[src/rtl/logs_orbit_capture.sv]
// Logistic-map orbit capture: discards SETTLE iterates, stores DEPTH samples; rd_data/q_hit 1-cycle latency.
// No backpressure (next_ready is a pulse, extra pulses ignored outside SETTLE/CAPTURE); LOGS_ORBIT_PERIOD_EN adds period output.
module logs_orbit_capture #(
   parameter int FRAC   = 4,
   parameter int DEPTH  = 8,
   parameter int SETTLE = 16
) (
   input  logic                       clk,
   input  logic                       rst_n,
   input  logic                       start,
   input  logic [FRAC-1:0]            x,
   input  logic                       next_ready,
   input  logic [$clog2(DEPTH)-1:0]   rd_addr,
   output logic [FRAC-1:0]            rd_data,
   input  logic [FRAC-1:0]            q_value,
   output logic                       q_hit,
   output logic                       busy,
   output logic                       done
`ifdef LOGS_ORBIT_PERIOD_EN
   ,output logic [$clog2(DEPTH):0]    period
`endif
);

   localparam int AW = $clog2(DEPTH);
   localparam int SW = $clog2(SETTLE + 2);

   typedef enum logic [1:0] {S_IDLE, S_SETTLE, S_CAPTURE, S_DONE} state_t;

   state_t          state_q, state_d;
   logic [SW-1:0]   settle_q, settle_d;
   logic [AW-1:0]   wr_idx_q, wr_idx_d;
   logic            wr_en;
   logic [FRAC-1:0] mem_q [DEPTH];
   logic [FRAC-1:0] rd_data_q, rd_data_d;
   logic            q_hit_q, q_hit_d;
   logic            busy_q, busy_d;
   logic            done_q, done_d;
   logic            any_match;
`ifdef LOGS_ORBIT_PERIOD_EN
   logic [AW:0]     period_q, period_d;
`endif

   always_comb begin
      state_d  = state_q;
      settle_d = settle_q;
      wr_idx_d = wr_idx_q;
      wr_en    = 1'b0;
`ifdef LOGS_ORBIT_PERIOD_EN
      period_d = period_q;
`endif
      // start wins over a coincident next_ready; that iterate is dropped
      if (start) begin
         state_d  = (SETTLE == 0) ? S_CAPTURE : S_SETTLE;
         settle_d = '0;
         wr_idx_d = '0;
`ifdef LOGS_ORBIT_PERIOD_EN
         period_d = '0;
`endif
      end else if (next_ready) begin
         case (state_q)
            S_SETTLE: begin
               settle_d = settle_q + 1'b1;
               if (settle_q == SW'(SETTLE - 1))
                  state_d = S_CAPTURE;
            end
            S_CAPTURE: begin
               wr_en = 1'b1;
               if (wr_idx_q == AW'(DEPTH - 1))
                  state_d = S_DONE;
               else
                  wr_idx_d = wr_idx_q + 1'b1;
`ifdef LOGS_ORBIT_PERIOD_EN
               if (wr_idx_q != '0 && period_q == '0 && x == mem_q[0])
                  period_d = {1'b0, wr_idx_q};
`endif
            end
            default: ;
         endcase
      end
   end

   always_comb begin
      any_match = 1'b0;
      for (int i = 0; i < DEPTH; i++)
         if (mem_q[i] == q_value)
            any_match = 1'b1;
      q_hit_d   = (state_q == S_DONE) && any_match;
      rd_data_d = mem_q[rd_addr];
      busy_d    = (state_d == S_SETTLE) || (state_d == S_CAPTURE);
      done_d    = (state_d == S_DONE);
   end

   always_ff @(posedge clk or negedge rst_n) begin
      if (!rst_n) begin
         state_q   <= S_IDLE;
         settle_q  <= '0;
         wr_idx_q  <= '0;
         rd_data_q <= '0;
         q_hit_q   <= 1'b0;
         busy_q    <= 1'b0;
         done_q    <= 1'b0;
`ifdef LOGS_ORBIT_PERIOD_EN
         period_q  <= '0;
`endif
      end else begin
         state_q   <= state_d;
         settle_q  <= settle_d;
         wr_idx_q  <= wr_idx_d;
         rd_data_q <= rd_data_d;
         q_hit_q   <= q_hit_d;
         busy_q    <= busy_d;
         done_q    <= done_d;
`ifdef LOGS_ORBIT_PERIOD_EN
         period_q  <= period_d;
`endif
      end
   end

   // Sample storage is deliberately unreset; q_hit is gated by state instead
   always_ff @(posedge clk) begin
      if (wr_en)
         mem_q[wr_idx_q] <= x;
   end

   assign rd_data = rd_data_q;
   assign q_hit   = q_hit_q;
   assign busy    = busy_q;
   assign done    = done_q;
`ifdef LOGS_ORBIT_PERIOD_EN
   assign period  = period_q;
`endif

endmodule
[config.mk]
export PLATFORM = sky130hd
export DESIGN_NAME = logs_orbit_capture
export DESIGN_NICKNAME = d
export VERILOG_FILES = /design/src/rtl/logs_orbit_capture.sv
export SDC_FILE = /design/constraint.sdc
export NUM_CORES = 1
export LEC_CHECK = 0
export BUFFER_PORTS_ARGS = -buffer_cell sky130_fd_sc_hd__buf_4
export CORE_AREA = 4 4 72 74
export CTS_CLUSTER_SIZE = 8
export DETAILED_ROUTE_END_ITERATION = 10
export DIE_AREA = 0 0 76 78
export PLACE_DENSITY_LB_ADDON = 0.25
export SYNTH_ARGS = -nofsm -noshare
export SYNTH_HDL_FRONTEND = slang
export SYNTH_SLANG_ARGS = --single-unit
[constraint.sdc]
create_clock -name clk -period 2.8 [get_ports clk]
set_clock_uncertainty 0.15 [all_clocks]
set_input_delay 0.84 -clock clk [delete_from_list [all_inputs] [get_ports clk]]
set_output_delay 0.84 -clock clk [all_outputs]
set_load 0.01 [all_outputs]
# [Word level (Yosys, flattened, before mapping)]
# Memories as Yosys holds them, arrays and structs flattened. A register that Yosys moved wholly into a read port is not among the register bits.
# Index checks and enable logic that the tools add are counted.
[totals] reg_bits=13 ramBits=32 input_bits=15 out_inout_bits=7 mem_count=1
[mem_list] memory="mem_q" words=8 word_bits=4 rd=9 rd_clocked_by_memory_dff=1 wr=1 line="33" rtl="logic [FRAC-1:0] mem_q [DEPTH];"
[op_classes] add_sub_neg=2 eq_ne=17 muxes=25 reduce_logical=8
[ops] operator="$eq 4x4->1" n=8
[ops] operator="$mux 5" n=3
[ops] operator="$mux 1" n=13
[ops] operator="$mux 3" n=4
[ops] operator="$eq 2x2->1 const B" n=4
[ops] operator="$mux 2" n=4
[ops] operator="$reduce_bool 2->1" n=3
[ops] operator="$add 5x1->5 const B" n=1
[ops] operator="$eq 5x4->1 const B" n=1
[ops] operator="$eq 2x1->1 const B" n=2
[ops] operator="$pmux 2 s2" n=1
[ops] operator="$add 3x1->3 const B" n=1
[ops] operator="$eq 3x3->1 const B" n=1
[ops] operator="$reduce_and 3->1" n=1
[ops] operator="$ne 2x2->1 const B" n=1
[ops] operator="$reduce_and 2->1" n=1
[ops] operator="$logic_and 1x1->1" n=1
[ops] operator="$logic_not 1->1" n=1
[ops] operator="$logic_or 1x1->1" n=1

# [Logic depth before layout (Yosys ltp)]
# Gate-level depths: netlist of the first run.
[depth] word_depth=10 mapped_depth=7

# [Least setup slack after synthesis of the first run]
# Ideal clock, no wire load.
[synth_timing] path_type="input to register" from="in start" to="mem mem_q[0][0] (enable)" arrival_time_ns=1.601 path_slack_ns=0.687 cell_stages=2 path_buffers=0 path_cell_list="or3_1 -> nor3_1"
[synth_between] elab_chain_len=3
[synth_rtl] item="start: declaration" line="10" rtl="input logic start,"
[synth_rtl] item="$mux 1" line="52" rtl="if (start) begin"
[synth_rtl] item="$mux 1" line="121" rtl="if (wr_en)"
[synth_rtl] item="$mux 1 (not written as such)" line="122" rtl="mem_q[wr_idx_q] <= x;"
[synth_rtl] item="end: declaration" line="33"
# Every way passes these cells.

# [Worst setup path in the final report of the first run]
[layout_timing] from="reg state_q[0]" to="reg busy_q (netlist: busy)"
[layout_between] elab_chain_len=6 word_cells_on_any_way=10
[layout_rtl] item="start: declaration" line="29" rtl="state_t state_q, state_d;"
[layout_rtl] item="start signal: assignment" line="106" rtl="state_q <= state_d;"
[layout_rtl] item="$eq 2x2->1 / $eq 2x1->1 (equally long branches)" line="60" rtl="case (state_q)"
[layout_rtl] item="$pmux 2 s2 *" line="60"
[layout_rtl] item="$mux 2 *" line="59" rtl="end else if (next_ready) begin"
[layout_rtl] item="$mux 2 *" line="52"
[layout_rtl] item="named net state_d[1]" line="29"
[layout_rtl] item="$eq 2x1->1 / $eq 2x2->1 (equally long branches)" line="89" rtl="busy_d = (state_d == S_SETTLE) || (state_d == S_CAPTURE);"
[layout_rtl] item="$logic_or 1x1->1 *" line="89"
[layout_rtl] item="named net busy_d" line="36" rtl="logic busy_q, busy_d;"
[layout_rtl] item="end signal: assignment" line="111" rtl="busy_q <= busy_d;"
[layout_rtl] item="end: declaration" line="36"
# The timed path passes the listed nets; every way through them passes the cells marked *.
# A chain may end at the register's enable or synchronous reset.

==> metrics.md, run 1 <==
| Metric | Value |
|---|---|
| Outcome | `finished clean` |
| Clock Power Share | `about a third` |
| CTS Sinks | `between 40 and 50` |
| Std-Cell Core Area | `4600 sq um` |
| Max Freq | `approximately 0.47 GHz` |
| Final Hold Vio Count | `0` |
| Post-CTS Hold Buffers | `0` |
| Worst setup SP type | `flop` |
| Root buf cell | `clkbuf_8` |
| Switching power total | `292 uW` |
| Leak Pwr | `1.07 nW` |
| Worst Path Required | `2.83 ns` |
| Cells after DPL | `234` |
| Clock transition at path regs | `0.09 ns` |
| Maximum vdd drop | `0.417 mV` |
| Power Density | `520 nW/um^2` |
| CTS tree | `built` |
| Post-synth top area cell | `edfxtp_1` |
| Area of the multi-input gates | `a little under 1000 sq um` |
| Iter 0 DRT Violations | `56` |
| Synth Instances | `168` |
| Highest net fanout along the worst path | `5` |
| Post-Layout Cell Count | `~240` |
| CP Class | `reg -> reg` |
| Worst-margin pin slew | `~0.56 ns` |
| Initial antenna violation count | `0` |
| Post-CTS sizing | `0` |
| TritonCTS buffer count | `5` |
| Diodes inserted | `0` |
| Final Max Slew Viols | `0` |
| Avg Cell Area, Syn | `14.4 sq um` |
| CP arrival | `2.17 ns` |
| Gpl congestion | `0.798` |
| Detailed-route wire length per cell | `17.7 um` |
| Final worst path period share | `76.5%` |
| Die H | `between 70 and 80 um` |
| Synth top area share | `39.7%` |
| HPWL Detailed | `3.34 mm` |
| Switch share | `20.9%` |
| Int Pwr | `~1.1 mW` |
| Fin Setup TNS | `0 ns` |
| Final WL | `4.28 mm` |
| I/O pins | `22` |
| Min-delay worst type | `in -> async` |
| Setup crit end kind | `flop` |
| Die X | `76 um` |
| Post-route core utilization | `58.6%` |
| GRT Overall Usage | `15.8%` |
| Initial core utilization | `52.7%` |
| Synth unique cells | `29` |
| Largest net degree at the start of global routing | `18` |
| Vias | `1,353` |
| Register area | `between 1000 and 1500 sq um` |
| Longest Clk Path Bufs | `2` |
| RSZ-0062 raised after global routing | `false` |
| Layout area overhead | `11.4%` |
| Fillers | `around 350` |
| Die area | `~6000 sq um` |
| Layout Nets | `211` |
| Register area share after synthesis | `approximately 57%` |
| Post-CTS setup buffers | `0` |
| Antenna viol nets, final | `0` |
| Rows | `25` |
| Vias per cell | `5.59` |
| Vias in the first global route | `1,490` |
| Mapped Area | `2420 sq um` |
| Worst slew margin | `roughly 62%` |
| I/O Buffers | `21` |
| Layout cells sized above 1 | `17.0%` |
| Combinational share of power | `under 10%` |
| Sequential power share | `56.6%` |
| Net count after synthesis | `192` |
| Final Setup Violations | `0` |
| Drc violations | `0` |
| Min Tclk post-route | `2.14 ns` |
| Area contributors post-synth | `edfxtp_1, dfrtp_1, mux4_1` |
| #FFs+latches synth | `49` |
| Gr ovfl total | `0` |
| H-tree depth | `2` |
| Worst-Skew Late Latency | `0.29 ns` |
| MaxCap Viol Count | `0` |
| First-pass GRT wire length | `between 7 and 8 mm` |
| Drt first pass iters | `4` |
| Yosys warns | `0` |
-- worst paths after layout --
check / depth (start not counted) / endpoint / slack (ns) / start
hold reg to reg: 2 / settle_q[4] / 0.41 / settle_q[4]
hold / removal: 1 / rd_data[3] / 0.25 / rst_n
setup / recovery: 6 / busy / 0.66 / state_q[0]
min in group clk: 2 / settle_q[4] / 0.41 / settle_q[4]
max in group asynchronous: 1 / settle_q[2] / 2.03 / rst_n
setup reg to reg: 6 / busy / 0.66 / state_q[0]
-- per-stage QoR --
stage                     power (mW)  setup slack [ns]  hold WS, ns  cell area, sq um
final                           1.40             0.658        0.252              2700
after global routing            1.47             0.455        0.238              2700
after CTS                       1.42             0.666        0.244              2700
after detailed placement       0.939             0.427        0.399              2590
after global placement         0.933             0.472        0.371              2590
after floorplan                0.891             0.687        0.347              2420
-- power groups by stage --
stage	combinational, mW	clock (mW)	sequential, mW
floorplan	0.0788	0	0.812
global placement	0.124	0	0.809
detailed placement	0.129	0	0.810
CTS	0.130	0.495	0.794
global route	0.140	0.535	0.796
finish	0.127	0.481	0.794
-- placed cells by master, fill, tap and decap left out, drive strengths merged, types with 2 or more instances in the layout --
| cell type | count |
|---|---|
| edfxtp | 32 |
| buf | 21 |
| xor2 | 19 |
| xnor2 | 17 |
| dfrtp | 17 |
| nor2 | 16 |
| ha | 9 |
| mux4 | 8 |
| clkbuf | 6 |
| nand4 | 5 |
| inv | 4 |
| mux2 | 4 |
| nand2 | 4 |
| o41ai | 4 |
| mux2i | 3 |
| o21ai | 2 |
| a21oi | 2 |
| nand2b | 2 |
| nor3 | 2 |
-- critical path, cell delays in order, from the launching register on --
cell and delay (ns):
dfrtp_1 0.44, inv_1 0.10, ha_1 0.30, nor2b_1 0.23, o21ai_0 0.14, a221oi_1 0.37
ha_1 0.30
-- registers in the layout (all words and copies together) (netlist names) --
name,flops
done,1
q_hit,1
mem_q,32
settle_q,5
state_q,2
busy,1
wr_idx_q,3
rd_data,4
-- final cells by class --
cell class / instances / area share [%]
clock buffer: 6 / 2.69
multi-input combinational: 106 / 35.7
sequential: 49 / 51.4
timing repair buffer: 21 / 5.85
tap: 54 / 2.51
clock inverter: 2 / 1.25
inverter: 4 / 0.557
-- per-layer routing --
layer | up-vias | part of all wire (%) | global-route usage, %
met5 | - | 0 | 0
met4 | 0 | 2.5 | 7.83
li1 | 648 | - | -
met1 | 671 | 40 | 17.2
met3 | 9 | 3.8 | 4.06
met2 | 25 | 54 | 28.1
-- cell usage after synthesis, drive strengths merged --
cell type / count
a21oi: 2
o21bai: 1
and2: 1
a221oi: 1
ha: 9
nand4: 5
mux2i: 3
nand2b: 2
inv: 4
xnor2: 17
a211oi: 1
nor2b: 1
mux4: 8
nor3: 2
and3: 1
clkbuf: 4
mux2: 4
or2: 1
nand2: 4
o41a: 1
buf: 5
nor2: 16
o21ai: 2
or3: 1
xor2: 19
dfrtp: 17
o41ai: 4
edfxtp: 32
-- cell families after synthesis --
logic type | share of synthesized area, %
xor+xnor | 13.0
flops | 57.3
compound gates | 3.72
mux | 11.8
buf+inv | 2.95
simple gates | 6.62
fa+ha+maj | 4.65
(Power assumes the default switching activity.)
==> run 2: changes to the inputs <==
Clock period 2.8 ns to 2.19 ns, I/O delays scaled along.
==> run 2 against run 1 <==
  * Clock power increased by 30%
  * Total power increased by 29%
  * Non-clock buffer count increased by 2
  * Global-route usage is 0.43 points higher
  * Register-to-register slack got worse by 0.47 ns
  * Die area is the same
  * Sequential share of layout area fell by 0.47 points
  * First-iteration DRC count fell by 43%
  * Flip-flop and latch count did not move
  * Critical path type unchanged
  * Critical endpoint unchanged
  * Largest power group unchanged
==> metrics.md, run 2 (synthesis results as in run 1) <==
| Metric | Value |
|---|---|
| Outcome | `finished clean` |
| Switching power total | `386 uW` |
| Die H | `78 um` |
| Register area | `1390 sq um` |
| CP top delay family | `adder cells` |
| Final Setup Violations | `0` |
| Detailed-route wire length per cell | `18.1 um` |
| Most common cell after layout, fill and taps aside | `edfxtp_1` |
| TritonCTS buffer count | `5` |
| Layout Nets | `213` |
| Gr ovfl total | `0` |
| Initial antenna violation count | `0` |
| Area of the multi-input gates | `972 sq um` |
| Worst R2R Path Depth | `7` |
| Initial core utilization | `52.7%` |
| Worst-Skew Late Latency | `around 0.3 ns` |
| Critical Path Max Stage Delay | `0.41 ns` |
| Diodes inserted | `0` |
| Drt first pass iters | `4` |
| Final Max Slew Viols | `0` |
| CP Cell Sequence | `ha_1 -> and3_1 -> ha_1 -> o21ai_0 -> a21oi_1 -> o21bai_1 -> ha_1` |
| Final WL | `~4.4 mm` |
| Leak Pwr | `1.08 nW` |
| Fillers | `366` |
| Vias in the first global route | `1,518` |
| Worst setup SP type | `flop` |
| Layout cells sized above 1 | `about a fifth` |
| Setup crit end kind | `flop` |
| Buf+Inv Stages, Crit Path | `0` |
| HPWL Detailed | `approximately 3.3 mm` |
| Most common cell on crit path | `ha_1` |
| Layout area overhead | `12.4%` |
| Worst Path Required | `2.23 ns` |
| Post-CTS setup buffers | `0` |
| Largest Register | `mem_q` |
| Worst path slowest cell | `dfrtp_1` |
| Switch share | `21.4%` |
| Int Pwr | `~1.4 mW` |
| Highest net fanout along the worst path | `3` |
| CTS Sinks | `49` |
| Final worst path period share | `91.3%` |
| Power Density | `664 nW/um^2` |
| Worst-margin pin slew | `0.434 ns` |
| Min-delay worst type | `in -> async` |
| Post-CTS sizing | `0` |
| I/O pins | `22` |
| Die X | `76 um` |
| I/O Buffers | `21` |
| Antenna viol nets, final | `0` |
| GRT Overall Usage | `16.2%` |
| R2R Path Start | `settle_q[0]` |
| Iter 0 DRT Violations | `32` |
| Vias | `1,376` |
| Maximum vdd drop | `0.512 mV` |
| Rows | `25` |
| Max reg flops | `32` |
| Post-DP Area | `2610 sq um` |
| Largest net degree at the start of global routing | `18` |
| PnR worst setup slack | `0.191 ns` |
| Die area | `5930 sq um` |
| MaxCap Viol Count | `0` |
| Combinational share of power | `9.2%` |
| Worst reg2reg setup slack | `~0.19 ns` |
| Clock transition at path regs | `roughly 0.090 ns` |
| Vias per cell | `5.64` |
| Root buf cell | `clkbuf_8` |
| Post-CTS Hold Buffers | `0` |
| Setup Slack @ Placement | `0.123 ns` |
| H-tree depth | `2` |
| Gpl congestion | `between 0.8 and 0.9` |
| Most frequent cells in the layout | `edfxtp_1, buf_4, xor2_1, xnor2_1, dfrtp_1` |
| Longest Clk Path Bufs | `2` |
| Worst R2R End | `busy` |
| Drc violations | `0` |
| CP Class | `reg -> reg` |
| CTS tree | `built` |
| Post-route core utilization | `59.2%` |
| Sequential power share | `56.1%` |
| Worst slew margin | `a little over two thirds` |
| First-pass GRT wire length | `7.54 mm` |
| Fin Setup TNS | `0 ns` |
| Clock Power Share | `34.7%` |
| Final Hold Vio Count | `0` |
| CP arrival | `about 2 ns` |
| Final instance area | `2720 sq um` |
| Min Tclk post-route | `2.00 ns` |
| RSZ-0062 raised after global routing | `false` |
| Std-Cell Core Area | `4600 sq um` |
| Max Freq | `between 0.5 and 0.6 GHz` |
[run 2: changes by cell type in the layout (fill, tap and decap cells not counted), sizes merged]
cell | before | now
buf | 21 | 23
[run 2: final cells by class]
class,count,share of cell area [%]
clock inverter,2,1.29
tap,54,2.48
sequential,49,50.9
inverter,4,0.552
timing repair buffer,23,6.34
multi-input combinational,106,35.7
clock buffer,6,2.67
[run 2: power groups by stage]
stage | Combinational, mW | Clock (mW) | Sequential [mW]
CTS | 0.167 | 0.643 | 1.01
detailed placement | 0.166 | 0 | 1.04
global route | 0.184 | 0.681 | 1.02
finish | 0.166 | 0.627 | 1.01
global placement | 0.159 | 0 | 1.03
floorplan | 0.101 | 0 | 1.04
[run 2: metrics by stage]
step           hold slack [ns]  power, mW  cells
5_1_grt                 0.0519       1.88    244
2_1_floorplan            0.211       1.14    168
6_report                0.0523       1.81    244
3_3_place_gp             0.374       1.19    236
4_1_cts                 0.0539       1.82    244
3_5_place_dp             0.376       1.20    236
[run 2: worst max-delay path by stage]
| stage | start | endpoint | slack [ns] | cells after the start |
|---|---|---|---|---|
| finish | settle_q[0] | busy | 0.19 | 7 |
| global route | state_q[0] | busy | 0.09 | 6 |
| CTS | state_q[0] | busy | 0.10 | 6 |
| detailed placement | state_q[0] | busy | 0.12 | 6 |
| global placement | start | mem_q[0][2] | 0.19 | 4 |
| floorplan | start | mem_q[0][0] | 0.26 | 2 |
[run 2: worst register-to-register path: cells and delay by family (launching register included)]
kind                     cells  cell delay [ns]
AO/OA/AOI/OAI                3             0.46
adder cells (fa/ha/maj)      3             0.67
flip-flops                   1             0.41
AND/OR/NAND/NOR              1             0.20
[run 2: per-layer routing]
| layer | share of wire, % | global-route usage (%) | vias up |
|---|---|---|---|
| met5 | 0 | 0 | - |
| met4 | 2.2 | 7.12 | 0 |
| met3 | 4.7 | 4.29 | 9 |
| met2 | 53 | 28.6 | 38 |
| met1 | 40 | 18.2 | 677 |
| li1 | - | - | 652 |
==> run 3: changes to the inputs <==
Settings changed: CORE_AREA 4 4 72 74 to 5 5 73 75, DIE_AREA 0 0 76 78 to 0 0 78 80.
==> run 3 against run 2 <==
  * Sequential share of layout area increased by 0.38 points
  * Core utilization shrank 0.44 points
  * Worst hold slack gained 0.0020 ns
  * Critical path depth is the same
  * Setup slack got worse by 0.030 ns
  * Highest routed layer unchanged
==> metrics.md, run 3 (synthesis results as in run 1) <==
| Metric | Value |
|---|---|
| Outcome | `finished clean` |
| Worst slew margin | `between 60% and 70%` |
| Most frequent cells in the layout | `edfxtp_1, buf_4, xor2_1, xnor2_1, dfrtp_1` |
| Layout Nets | `213` |
| Grt met3 use | `4.29%` |
| CTS tree | `built` |
| Gpl congestion | `0.810` |
| Vias | `~1,400` |
| Detailed-route wire length per cell | `17.7 um` |
| Final Power | `1.70 mW` |
| Worst hold slack | `0.0544 ns` |
| Diodes inserted | `0` |
| CP Class | `reg -> reg` |
| I/O Buffers | `21` |
| Largest Register | `mem_q` |
| Std-Cell Core Area | `4600 sq um` |
| HPWL Detailed | `3.33 mm` |
| Max Freq | `roughly 0.49 GHz` |
| Final instance area | `2700 sq um` |
| Iter 0 DRT Violations | `74` |
| H-tree depth | `2` |
| Worst Path Required | `2.23 ns` |
| Post-CTS setup buffers | `0` |
| Drc violations | `0` |
| Final worst path period share | `between 90% and 100%` |
| CP top delay family | `adder cells` |
| Final WL | `between 4 and 5 mm` |
| Most common cell after layout, fill and taps aside | `edfxtp_1` |
| Die area | `6240 sq um` |
| Min Tclk post-route | `between 2 and 2.5 ns` |
| GR Layer Usage met1 | `16.7%` |
| Vias in the first global route | `1,525` |
| Layout cells sized above 1 | `19.5%` |
| Setup crit end kind | `flop` |
| RSZ-0062 raised after global routing | `false` |
| Fin Setup TNS | `0 ns` |
| Critical Path Max Stage Delay | `0.41 ns` |
| CTS Sinks | `49` |
| Drt first pass iters | `4` |
| Most common cell on crit path | `ha_1` |
| Post-DP Area | `2610 sq um` |
| Min-delay worst type | `in -> async` |
| Gr ovfl total | `0` |
| Max reg flops | `32` |
| Met2 Usage GRT | `between 20% and 30%` |
| Final Hold Vio Count | `0` |
| CP arrival | `2.07 ns` |
| Longest Clk Path Bufs | `2` |
| Root buf cell | `clkbuf_8` |
| Largest net degree at the start of global routing | `18` |
| Maximum vdd drop | `about 0.34 mV` |
| Clock transition at path regs | `about 0.09 ns` |
| Rows | `25` |
| TritonCTS buffer count | `5` |
| Die X | `just under 80 um` |
| I/O pins | `22` |
| Power Density | `628 nW/um^2` |
| GRT Overall Usage | `15.5%` |
| Final Setup Violations | `0` |
| Worst-Skew Late Latency | `0.30 ns` |
| Leak Pwr | `1.06 nW` |
| CP Cell Sequence | `ha_1 -> and3_1 -> ha_1 -> o21ai_0 -> a21oi_1 -> o21bai_1 -> ha_1` |
| Layout area overhead | `11.6%` |
| Die H | `around 80 um` |
| Antenna viol nets, final | `0` |
| Fillers | `361` |
| Worst path slowest cell | `dfrtp_1` |
| Busiest metal layer after global routing | `met2` |
| Initial antenna violation count | `0` |
| MaxCap Viol Count | `0` |
| Final Max Slew Viols | `0` |
| Buf+Inv Stages, Crit Path | `0` |
| Initial core utilization | `52.7%` |
| Post-CTS Hold Buffers | `0` |
| First-pass GRT wire length | `7.44 mm` |
| Worst setup SP type | `flop` |
| Vias per cell | `5.64` |
| Worst-margin pin slew | `0.450 ns` |
| Highest net fanout along the worst path | `3` |
[run 3: cell count changes in the layout (fill, tap and decap cells not counted)]
cell        delta
clkinv_2       -1
bufinv_16      -1
clkinvlp_4     +2
[run 3: worst register-to-register path: cells and delay by family, from the launching register on]
family,cells,cell delay (ns)
AND/OR/NAND/NOR,1,0.20
AO/OA/AOI/OAI,3,0.47
adder cells (fa/ha/maj),3,0.68
flip-flops,1,0.41
[run 3: per-stage QoR]
step / instances / utilization, % / worst slack, ns
2_1_floorplan: 168 / - / 0.260
3_3_place_gp: 236 / 56.7 / 0.181
3_5_place_dp: 236 / 56.7 / 0.130
4_1_cts: 244 / 58.6 / 0.112
5_1_grt: 244 / 58.7 / 0.0961
6_report: 244 / 58.7 / 0.161
[run 3: layout make-up]
cell class | count | area (sq um) | share of cell area (%)
Inverter | 4 | 15.0 | 0.556
Multi-Input combinational cell | 106 | 972 | 36.0
Tap cell | 54 | 67.6 | 2.50
Clock inverter | 2 | 15.0 | 0.556
Clock buffer | 6 | 72.6 | 2.69
Sequential cell | 49 | 1390 | 51.3
Timing Repair Buffer | 23 | 173 | 6.39
[run 3: worst paths after layout]
path / start / endpoint / slack, ns / depth (start not counted)
hold reg to reg: settle_q[3] / settle_q[3] / 0.40 / 2
setup / recovery: settle_q[0] / busy / 0.16 / 7
min in group clk: settle_q[3] / settle_q[3] / 0.40 / 2
hold / removal: rst_n / rd_data[0] / 0.05 / 1
setup reg to reg: settle_q[0] / busy / 0.16 / 7
max in group asynchronous: rst_n / settle_q[0] / 1.63 / 1
[run 3: where the power goes]
part | internal [mW] | switching, mW | leakage, nW
Clock | 0.225 | 0.292 | 0.0374
Sequential | 1.00 | 0.0118 | 0.507
Combinational | 0.0787 | 0.0862 | 0.520
[run 3: layer usage]
metal  vias to the layer above  routed length [um]
met5                         -                   0
met4                         0                 129
met3                        13                 208
met2                        29                2280
met1                       683                1690
li1                        651                   -
[run 3: timing repair]
action                                  4_1_cts  5_1_grt
endpoints found under the setup margin        0        1
resized for setup                             0        2
hold endpoints to repair                      0        0
